===== src/rtl/conv_window_engine_pkg.sv =====
// Shared types and helpers for the K x K sliding-window convolution engine.
package conv_window_engine_pkg;

  typedef enum logic [1:0] {
    MODE_WRAP    = 2'b00,
    MODE_SAT     = 2'b01,
    MODE_ABS     = 2'b10,
    MODE_SAT_ALT = 2'b11
  } mode_t;

  typedef enum logic [1:0] {
    ST_IDLE,
    ST_FILL,
    ST_RUN,
    ST_DONE
  } state_t;

  // Index width for n entries, never narrower than one bit.
  function automatic int unsigned idx_w(input int unsigned n);
    return (n > 1) ? $clog2(n) : 1;
  endfunction

  function automatic int unsigned coef_idx_w(input int unsigned k);
    return idx_w(k * k);
  endfunction

endpackage


===== src/rtl/conv_mac_tree.sv =====
// Combinational K x K multiply-accumulate, arithmetic shift and pixel conversion.
module conv_mac_tree
  import conv_window_engine_pkg::*;
#(
  parameter int K_SIZE = 5,
  parameter int PIXEL  = 8,
  parameter int COEF_W = 8,
  parameter int ACC_W  = 32,
  parameter int SHIFT  = 0
) (
  input  logic [K_SIZE*K_SIZE-1:0][PIXEL-1:0]  win,
  input  logic [K_SIZE*K_SIZE-1:0][COEF_W-1:0] coef,
  input  mode_t                                mode,
  output logic [PIXEL-1:0]                     pix
);

  localparam logic signed [ACC_W-1:0] PIX_MAX = {{(ACC_W-PIXEL){1'b0}}, {PIXEL{1'b1}}};

  logic signed [ACC_W-1:0]        acc;
  logic signed [ACC_W-1:0]        shifted;
  logic signed [ACC_W-1:0]        mag;
  logic signed [PIXEL+COEF_W:0]   prod;

  function automatic logic [PIXEL-1:0] saturate(input logic signed [ACC_W-1:0] v);
    if (v < 0)            return '0;
    else if (v > PIX_MAX) return '1;
    else                  return v[PIXEL-1:0];
  endfunction

  // NOTE: combinational temporaries use blocking '=' so each loop iteration sees the previous sum.
  always_comb begin
    acc  = '0;
    prod = '0;
    for (int i = 0; i < K_SIZE*K_SIZE; i++) begin
      prod = $signed({1'b0, win[i]}) * $signed(coef[i]);
      acc  = acc + ACC_W'(prod);
    end
  end

  assign shifted = acc >>> SHIFT;
  assign mag     = shifted[ACC_W-1] ? -shifted : shifted;

  always_comb begin
    case (mode)
      MODE_WRAP: pix = shifted[PIXEL-1:0];
      MODE_ABS:  pix = saturate(mag);
      default:   pix = saturate(shifted);
    endcase
  end

endmodule


===== src/rtl/conv_window_engine.sv =====
// Sliding-window convolution engine: frame FSM, column window, coefficient RAM
// and a one-deep output register with ready/valid on both sides.
module conv_window_engine
  import conv_window_engine_pkg::*;
#(
  parameter int K_SIZE   = 5,
  parameter int PIXEL    = 8,
  parameter int COEF_W   = 8,
  parameter int IMG_W    = 512,
  parameter int OUT_ROWS = 508,
  parameter int ACC_W    = 32,
  parameter int SHIFT    = 0
) (
  input  logic                            clk,
  input  logic                            rst_n,
  input  logic                            start,
  input  logic [1:0]                      mode,
  input  logic                            coef_we,
  input  logic [coef_idx_w(K_SIZE)-1:0]   coef_addr,
  input  logic [COEF_W-1:0]               coef_data,
  input  logic                            col_valid,
  output logic                            col_ready,
  input  logic [K_SIZE*PIXEL-1:0]         col_data,
  output logic                            out_valid,
  input  logic                            out_ready,
  output logic [PIXEL-1:0]                pix_out,
  output logic                            busy,
  output logic                            done
);

  localparam int NTAPS = K_SIZE * K_SIZE;
  localparam int CW    = idx_w(IMG_W);
  localparam int RW    = idx_w(OUT_ROWS);

  state_t                         state;
  mode_t                          mode_q;
  logic [NTAPS-1:0][COEF_W-1:0]   coef;
  logic [NTAPS-1:0][PIXEL-1:0]    win;
  logic [NTAPS-1:0][PIXEL-1:0]    win_next;
  logic [CW-1:0]                  col_cnt;
  logic [RW-1:0]                  row_cnt;
  logic                           last_seen;
  logic                           col_fire;
  logic                           out_fire;
  logic                           coef_hit;
  logic [PIXEL-1:0]               mac_pix;

  // Window as it will look once the offered column is shifted in; the MAC works on this.
  // NOTE: every always_comb output gets a default first so no latch is inferred.
  always_comb begin
    win_next = win;
    for (int r = 0; r < K_SIZE; r++) begin
      for (int c = 0; c < K_SIZE; c++) begin
        if (c < K_SIZE-1) win_next[r*K_SIZE+c] = win[r*K_SIZE+c+1];
        else              win_next[r*K_SIZE+c] = col_data[r*PIXEL +: PIXEL];
      end
    end
  end

  assign col_ready = (state == ST_FILL) ||
                     ((state == ST_RUN) && !last_seen && (!out_valid || out_ready));
  assign col_fire  = col_valid && col_ready;
  assign out_fire  = out_valid && out_ready;
  assign coef_hit  = coef_we && (state == ST_IDLE) && (int'(coef_addr) < NTAPS);

  conv_mac_tree #(
    .K_SIZE (K_SIZE),
    .PIXEL  (PIXEL),
    .COEF_W (COEF_W),
    .ACC_W  (ACC_W),
    .SHIFT  (SHIFT)
  ) u_mac (
    .win  (win_next),
    .coef (coef),
    .mode (mode_q),
    .pix  (mac_pix)
  );

  // NOTE: the coefficient store is reset on purpose: a reset must leave an all-zero filter.
  always_ff @(posedge clk or negedge rst_n) begin
    if (!rst_n) begin
      state     <= ST_IDLE;
      mode_q    <= MODE_WRAP;
      coef      <= '0;
      win       <= '0;
      col_cnt   <= '0;
      row_cnt   <= '0;
      last_seen <= 1'b0;
      busy      <= 1'b0;
      done      <= 1'b0;
    end else begin
      case (state)
        ST_IDLE: begin
          if (coef_hit) coef[coef_addr] <= coef_data;
          if (start) begin
            mode_q    <= mode_t'(mode);
            win       <= '0;
            col_cnt   <= '0;
            row_cnt   <= '0;
            last_seen <= 1'b0;
            busy      <= 1'b1;
            state     <= ST_FILL;
          end
        end
        ST_FILL: begin
          if (col_fire) begin
            win     <= win_next;
            col_cnt <= col_cnt + 1'b1;
            if (col_cnt == CW'(K_SIZE-2)) state <= ST_RUN;
          end
        end
        ST_RUN: begin
          if (col_fire) begin
            win     <= win_next;
            col_cnt <= col_cnt + 1'b1;
            if (col_cnt == CW'(IMG_W-1)) begin
              col_cnt <= '0;
              win     <= '0;
              if (row_cnt == RW'(OUT_ROWS-1)) begin
                last_seen <= 1'b1;
              end else begin
                row_cnt <= row_cnt + 1'b1;
                state   <= ST_FILL;
              end
            end
          end
          // The final result is pending until downstream takes it.
          if (last_seen && out_fire) begin
            state <= ST_DONE;
            done  <= 1'b1;
          end
        end
        default: begin
          done  <= 1'b0;
          busy  <= 1'b0;
          state <= ST_IDLE;
        end
      endcase
    end
  end

  always_ff @(posedge clk or negedge rst_n) begin
    if (!rst_n) begin
      out_valid <= 1'b0;
      pix_out   <= '0;
    end else if (col_fire && (state == ST_RUN)) begin
      out_valid <= 1'b1;
      pix_out   <= mac_pix;
    end else if (out_fire) begin
      out_valid <= 1'b0;
    end
  end

endmodule


===== config.mk =====
export PLATFORM = sky130hd
export DESIGN_NAME = conv_window_engine
export DESIGN_NICKNAME = d
export VERILOG_FILES = /design/src/rtl/conv_window_engine_pkg.sv /design/src/rtl/conv_mac_tree.sv /design/src/rtl/conv_window_engine.sv
export SDC_FILE = /design/constraint.sdc
export NUM_CORES = 2
export LEC_CHECK = 0
export CAP_MARGIN = 20
export CORE_ASPECT_RATIO = 1.25
export CORE_MARGIN = 1.5
export CORE_UTILIZATION = 50
export DETAILED_ROUTE_END_ITERATION = 8
export MAX_ROUTING_LAYER = met4
export PLACE_DENSITY = 0.77
export SETUP_SLACK_MARGIN = 0.15
export SLEW_MARGIN = 10
export SYNTH_ARGS = -nofsm -noshare
export SYNTH_HDL_FRONTEND = slang
export SYNTH_SLANG_ARGS = --single-unit

===== constraint.sdc =====
create_clock -name clk -period 16.3 [get_ports clk]
set_clock_uncertainty 0.1 [all_clocks]
set_input_delay 4.075 -clock clk [delete_from_list [all_inputs] [get_ports clk]]
set_output_delay 4.075 -clock clk [all_outputs]
set_load 0.05 [all_outputs]

Word level (Yosys, flattened, before mapping) --
Cells that the tools add are included.
Storage, ports and cells: register bits after elaboration 394, bits of input ports 61, output and inout port bits 12, word-level logic and storage cells 202
Cells by class: add/sub/neg operators 27, multiply operators 25, order comparisons 7, eq/ne operators 17, mux-type cells 42, bitwise operators 2, reductions and logical operators 28
Operator list (number):
- $mux W200 | 4
- $add A32 B17 Y32 | 22
- $pmux W200 S3 | 1
- $mul A9 B8 Y17 | 25
- $bwmux W200 | 1
- $gt A32 B9 Y1 const B | 2
- $lt A32 B1 Y1 const B | 2
- $mux W9 | 7
- $demux W8 S5 | 1
- $mux W8 | 5
- $mux W32 | 1
- $neg A32 Y32 | 1
- $pmux W9 S3 | 1
- $add A18 B17 Y19 | 1
- $add A17 B17 Y18 | 1
- $add A9 B1 Y9 const B | 2
- $eq A9 B9 Y1 const B | 2
- $pmux W9 S2 | 1
- $pmux W8 S2 | 1
- $mux W2 | 7
- $reduce_and A5 Y1 | 2
- $eq A9 B2 Y1 const B | 1
- $logic_and A1 B1 Y1 | 9
- $mux W1 | 8
- 21 further kinds | 40

Longest topological paths before layout --
depth after elaboration 31, gate-level depth with buffers 58, gate-level depth less buffers 54

Hierarchy --
From an unflattened synthesis, not the netlist that was laid out.
Second synthesis, totals: cells, all modules 7509, area total of the unflattened synthesis 77261.6 sq um
By module, submodules not included:
- conv_mac_tree | instances 1, cells each 6511, area each 62248.5 sq um, sequential area each 0.0 sq um
- conv_window_engine | instances 1, cells each 998, area each 15013.1 sq um, sequential area each 9859.5 sq um

Worst setup path after synthesis --
Ideal clock, no wire load.
kind register to register, start point reg win[13] in the netlist's numbering, end point reg pix_out[5], library setup time 0.140 ns, arrival time 14.469 ns, data required time 16.060 ns, slack 1.591 ns, cell stages (with the launch flop) 53, buffers on the path 3, period minus slack after synthesis 14.709 ns, cells stage by stage dfrtp_1 > clkbuf_1 > nand2_1 > fa_1 > inv_1 > fa_1 > inv_1 > fa_1 > fa_1 > inv_1 > fa_1 > fa_1 > fa_1 > ha_1 > a21o_1 > a21oi_1 > o21bai_1 > a21oi_1 > (+17 left out) > fa_1 > inv_1 > fa_1 > inv_1 > ha_1 > buf_2 > and3_1 > a221oi_2 > o21ai_0 > a2111oi_0 > a211oi_2 > nor4_1 > nand4_1 > o21ba_2 > nand2b_1 > clkbuf_1 > o32ai_1 > a31oi_1
On the way: cells in the longest elaborated chain, start to end 31, elaborated cells on any way between the ends 36, those cells by class 25 x add/sub; 1 x mul; 4 x order compare; 6 x mux
RTL lines:
- from (decl) | line conv_window_engine.sv:38 | logic [NTAPS-1:0][PIXEL-1:0] win;
- from (signal assigned) | line conv_window_engine.sv:107 | win <= win_next;
- from (signal assigned) | line conv_window_engine.sv:114 | win <= win_next;
- $mul A9 B8 Y17 * | line conv_mac_tree.sv:35 | prod = $signed({1'b0, win[i]}) * $signed(coef[i]);
- $add A17 B17 Y18 * | line conv_mac_tree.sv:36 | acc = acc + ACC_W'(prod);
- $add A18 B17 Y19 * | line conv_mac_tree.sv:36
- $add A32 B17 Y32 * (22 in series) | line conv_mac_tree.sv:36
- $neg A32 Y32 | line conv_mac_tree.sv:41 | assign mag = shifted[ACC_W-1] ? -shifted : shifted;
- $mux W32 | line conv_mac_tree.sv:41
- $gt A32 B9 Y1 | line conv_mac_tree.sv:26 | else if (v > PIX_MAX) return '1;
- $mux W8 | line conv_mac_tree.sv:26
- $mux W8 | line conv_mac_tree.sv:25 | if (v < 0) return '0;
- $pmux W8 S2 * | line conv_mac_tree.sv:44 | case (mode)
- to (signal assigned) | line conv_window_engine.sv:148 | pix_out <= mac_pix;
- to (decl) | line conv_window_engine.sv:26 | output logic [PIXEL-1:0] pix_out,
Mark *: on every way between the ends. The rest lies on a longest branch, timed or not. A chain may end at the register's enable or synchronous reset.

Worst setup path after layout --
start point reg coef[0] in the netlist's numbering, end point reg pix_out[4]
On the way: cells in the longest elaborated chain, start to end 31, elaborated cells on any way between the ends 36, those cells by class 25 x add/sub; 1 x mul; 4 x order compare; 6 x mux
RTL lines:
- from (decl) | line conv_window_engine.sv:37 | logic [NTAPS-1:0][COEF_W-1:0] coef;
- from (signal, indexed assignment) | line conv_window_engine.sv:94 | if (coef_hit) coef[coef_addr] <= coef_data;
- $mul A9 B8 Y17 * | line conv_mac_tree.sv:35
- $add A17 B17 Y18 * | line conv_mac_tree.sv:36
- $add A18 B17 Y19 * | line conv_mac_tree.sv:36
- $add A32 B17 Y32 * (22 in series) | line conv_mac_tree.sv:36
- $neg A32 Y32 | line conv_mac_tree.sv:41
- $mux W32 | line conv_mac_tree.sv:41
- $gt A32 B9 Y1 | line conv_mac_tree.sv:26
- $mux W8 | line conv_mac_tree.sv:26
- $mux W8 | line conv_mac_tree.sv:25
- $pmux W8 S2 * | line conv_mac_tree.sv:44
Marked as above.

==> impl_metrics.csv <==
group,metric,value,unit
cts,clock_latency,0.68,ns
worst_setup_path,crit_type,"reg2reg",
timing,fin_setup_tns,0,ns
worst_setup_path,end_kind,"flip-flop",
global_routing,grt_pass1_wl,359000,um
yosys,async_flop_share,1.00,
yosys,synth_area,78500,um2
cells_and_area,syn_to_final_growth,5.33,%
timing,timing.final.crit_period,15.58,ns
cells_and_area,fin_nets,10500,
status,status,"complete, no violations",
worst_setup_path,start_kind,"flip-flop",
timing,worst_pin_slew,1.18,ns
timing,slew_violations,0,
cells_and_area,seqCellArea,9870,um2
cells_and_area,nFillCells,13600,
timing,hold_viol_final,0,
routing,drtIter0Drc,4221,
yosys,yosysWarnings,0,
cells_and_area,multi_input_area,59800,um2
cts,cts_buffer_depth,3,
cts,clk_pin_slew,0.06,ns
routing,vias,54700,
die,ioPinCount,73,
worst_setup_path,slowest_delay,0.58,ns
yosys,ys_ff_latch,394,
global_routing,grt_overflow_total,0,
routing,via_per_inst,5.43,
worst_setup_path,cpMaxStageDelayCell,"fa_1",
yosys,syn-instance-count,8141,
cts,cts_buffers,48,
routing,drc,0,
routing,routed_wl,229000,um
timing,setup_viol,0,
min_path,hp-class,"reg2reg",
die,rows,162,
yosys,syn_avg_cell_area,9.64,um2
cts,hold_buffers,0,
placement,place_congestion,1.05,
routing,ant_nets,0,
die,die-area,159000,um2
global_routing,grt_max_degree,132,
global_routing,antenna_found_initial,12,
die,die_h,446,um
cts,cts_sinks,394,
global_routing,first_global_vias,60200,
routing,wl_per_cell,22.8,um
timing,rsz0062_at_grt,"false",
placement,io_buffers,72,
yosys,syn_nets,10700,
yosys,seq_area_frac_synth,0.126,
timing,max_freq,64.2,MHz
timing,slew_headroom,0.211,
cts,root_buffer,"clkbuf_16",
die,die_w,357,um
yosys,ys.flop_type,"dfrtp_1",
placement,dpl.hpwl,190000,um
yosys,synth-edff-count,0,
worst_setup_path,critPathArrivalTime,16.03,ns
timing,finalCritPeriodShare,0.956,
global_routing,grt_use_total,0.310,
job,drv_cap,0,
worst_setup_path,cp.required,16.74,ns
yosys,synth.distinct_cells,84,
routing,firstDrtPassIters,6,
cts,htreeDepth,2,
die,fp.coreArea,156000,um2
worst_setup_path,crit_fanout,10,
cts,cts_tree,"yes",
worst_setup_path,cp_common_cell,"fa_1",
die,initial_core_util,0.504,
cells_and_area,post_route_cells_drive_above_1_share,0.0480,
==> per-stage QoR <==
stage / hold slack, ns / instances / cell area [um2] / worst slack [ns] / utilization
final: 0.416 / 10100 / 82700 / 0.717 / 0.530
after global routing: 0.432 / 10100 / 82700 / 0.0530 / 0.530
after CTS: 0.419 / 10100 / 82500 / 0.301 / 0.529
after detailed placement: 0.406 / 9967 / 80800 / 0.362 / 0.518
after global placement: 0.376 / 9967 / 80800 / 0.506 / 0.518
after floorplan: 0.363 / 8141 / 78500 / 1.59 / -
==> synthesized netlist by cell type (all sizes together) (7+ instances only) <==
master | count | area share
a211o | 8 | 0.00089
a211oi | 12 | 0.0013
a21o | 19 | 0.0018
a21oi | 58 | 0.0037
a31oi | 10 | 0.00080
and2 | 794 | 0.063
and3 | 9 | 0.00078
buf | 14 | 0.00091
clkbuf | 318 | 0.015
clkinv | 12 | 0.00057
dfrtp | 394 | 0.13
fa | 1675 | 0.43
ha | 811 | 0.13
inv | 2042 | 0.098
mux2 | 183 | 0.026
nand2 | 1014 | 0.048
nand2b | 84 | 0.0067
nand3 | 183 | 0.012
nand4 | 17 | 0.0014
nor2 | 198 | 0.0095
nor2b | 12 | 0.00096
nor3 | 20 | 0.0015
o21a | 7 | 0.00067
o21ai | 70 | 0.0045
o21bai | 7 | 0.00067
o41ai | 7 | 0.00078
or2 | 9 | 0.00072
or3 | 8 | 0.00064
xnor2 | 29 | 0.0032
xor2 | 15 | 0.0017
==> critical path: cells and delay by family, from the launching register on <==
kind / cells / cell delay (ns)
flops: 1 / 0.44
buf+inv: 10 / 0.59
simple gates: 5 / 1.29
fa+ha+maj: 20 / 9.88
xor+xnor: 1 / 0.21
compound gates: 13 / 2.92
==> layout by cell type, fill, tap and decap left out, drive strengths merged, types with 10 or more instances in the layout <==
cell,netlist,routed
a211oi,12,12
a21o,19,19
a21oi,58,58
a31oi,10,10
and2,794,794
buf,14,47
clkbuf,318,67
clkdlybuf4s50,0,63
clkinv,12,21
dfrtp,394,394
fa,1675,1675
ha,811,811
inv,2042,2045
mux2,183,183
nand2,1014,1014
nand2b,84,84
nand3,183,183
nand4,17,17
nor2,198,198
nor2b,12,12
nor3,20,20
o21ai,70,70
xnor2,29,29
xor2,15,15
==> layer usage <==
layer | GRT usage | vias to the layer above | part of all wire
met2 | 0.505 | 2079 | 0.49
met5 | - | - | 0
li1 | - | 23500 | -
met1 | 0.379 | 28500 | 0.38
met4 | 0.166 | 0 | 0.067
met3 | 0.0355 | 586 | 0.061
==> flip-flops by register name, indices dropped and copies added (netlist names) <==
name / flops
col_cnt: 9
coef: 200
last_seen: 1
pix_out: 8
state: 2
out_valid: 1
win: 160
busy: 1
done: 1
row_cnt: 9
mode_q: 2
==> layout make-up <==
cell class	count	share of cell area
Inverter	2054	0.0933
Antenna cell	7	0.000212
Tap cell	2050	0.0310
Multi-Input combinational cell	5361	0.724
Clock inverter	22	0.00345
Clock buffer	67	0.0169
Timing Repair Buffer	110	0.0119
Sequential cell	394	0.119
==> worst paths after layout <==
check / from / end / slack, ns / cells past startpoint
min reg2reg: done$_DFFE_PN0P_ / done$_DFFE_PN0P_ / 0.42 / 1
min in group asynchronous: rst_n / coef[154]$_DFFE_PN0P_ / 3.27 / 1
max in group asynchronous: rst_n / coef[96]$_DFFE_PN0P_ / 10.65 / 3
max reg2reg: coef[0]$_DFFE_PN0P_ / pix_out[4]$_DFFE_PN0P_ / 0.72 / 49
min: done$_DFFE_PN0P_ / done$_DFFE_PN0P_ / 0.42 / 1
max: coef[0]$_DFFE_PN0P_ / pix_out[4]$_DFFE_PN0P_ / 0.72 / 49
==> repair_timing <==
action | CTS | global route
endpoints found under the setup margin | 0 | 8
resized for setup | 0 | 44
buffers inserted | 0 | 2
==> kinds of logic after synthesis <==
family                   synth area share
flip-flops                          0.126
multiplexers                       0.0265
AO/OA/AOI/OAI                      0.0222
adder cells (fa/ha/maj)             0.557
buffers and inverters               0.114
XOR/XNOR                          0.00491
AND/OR/NAND/NOR                     0.150
Power is not shown: default switching activity piles up to over one toggle a cycle in this logic, so the estimate is an artifact.
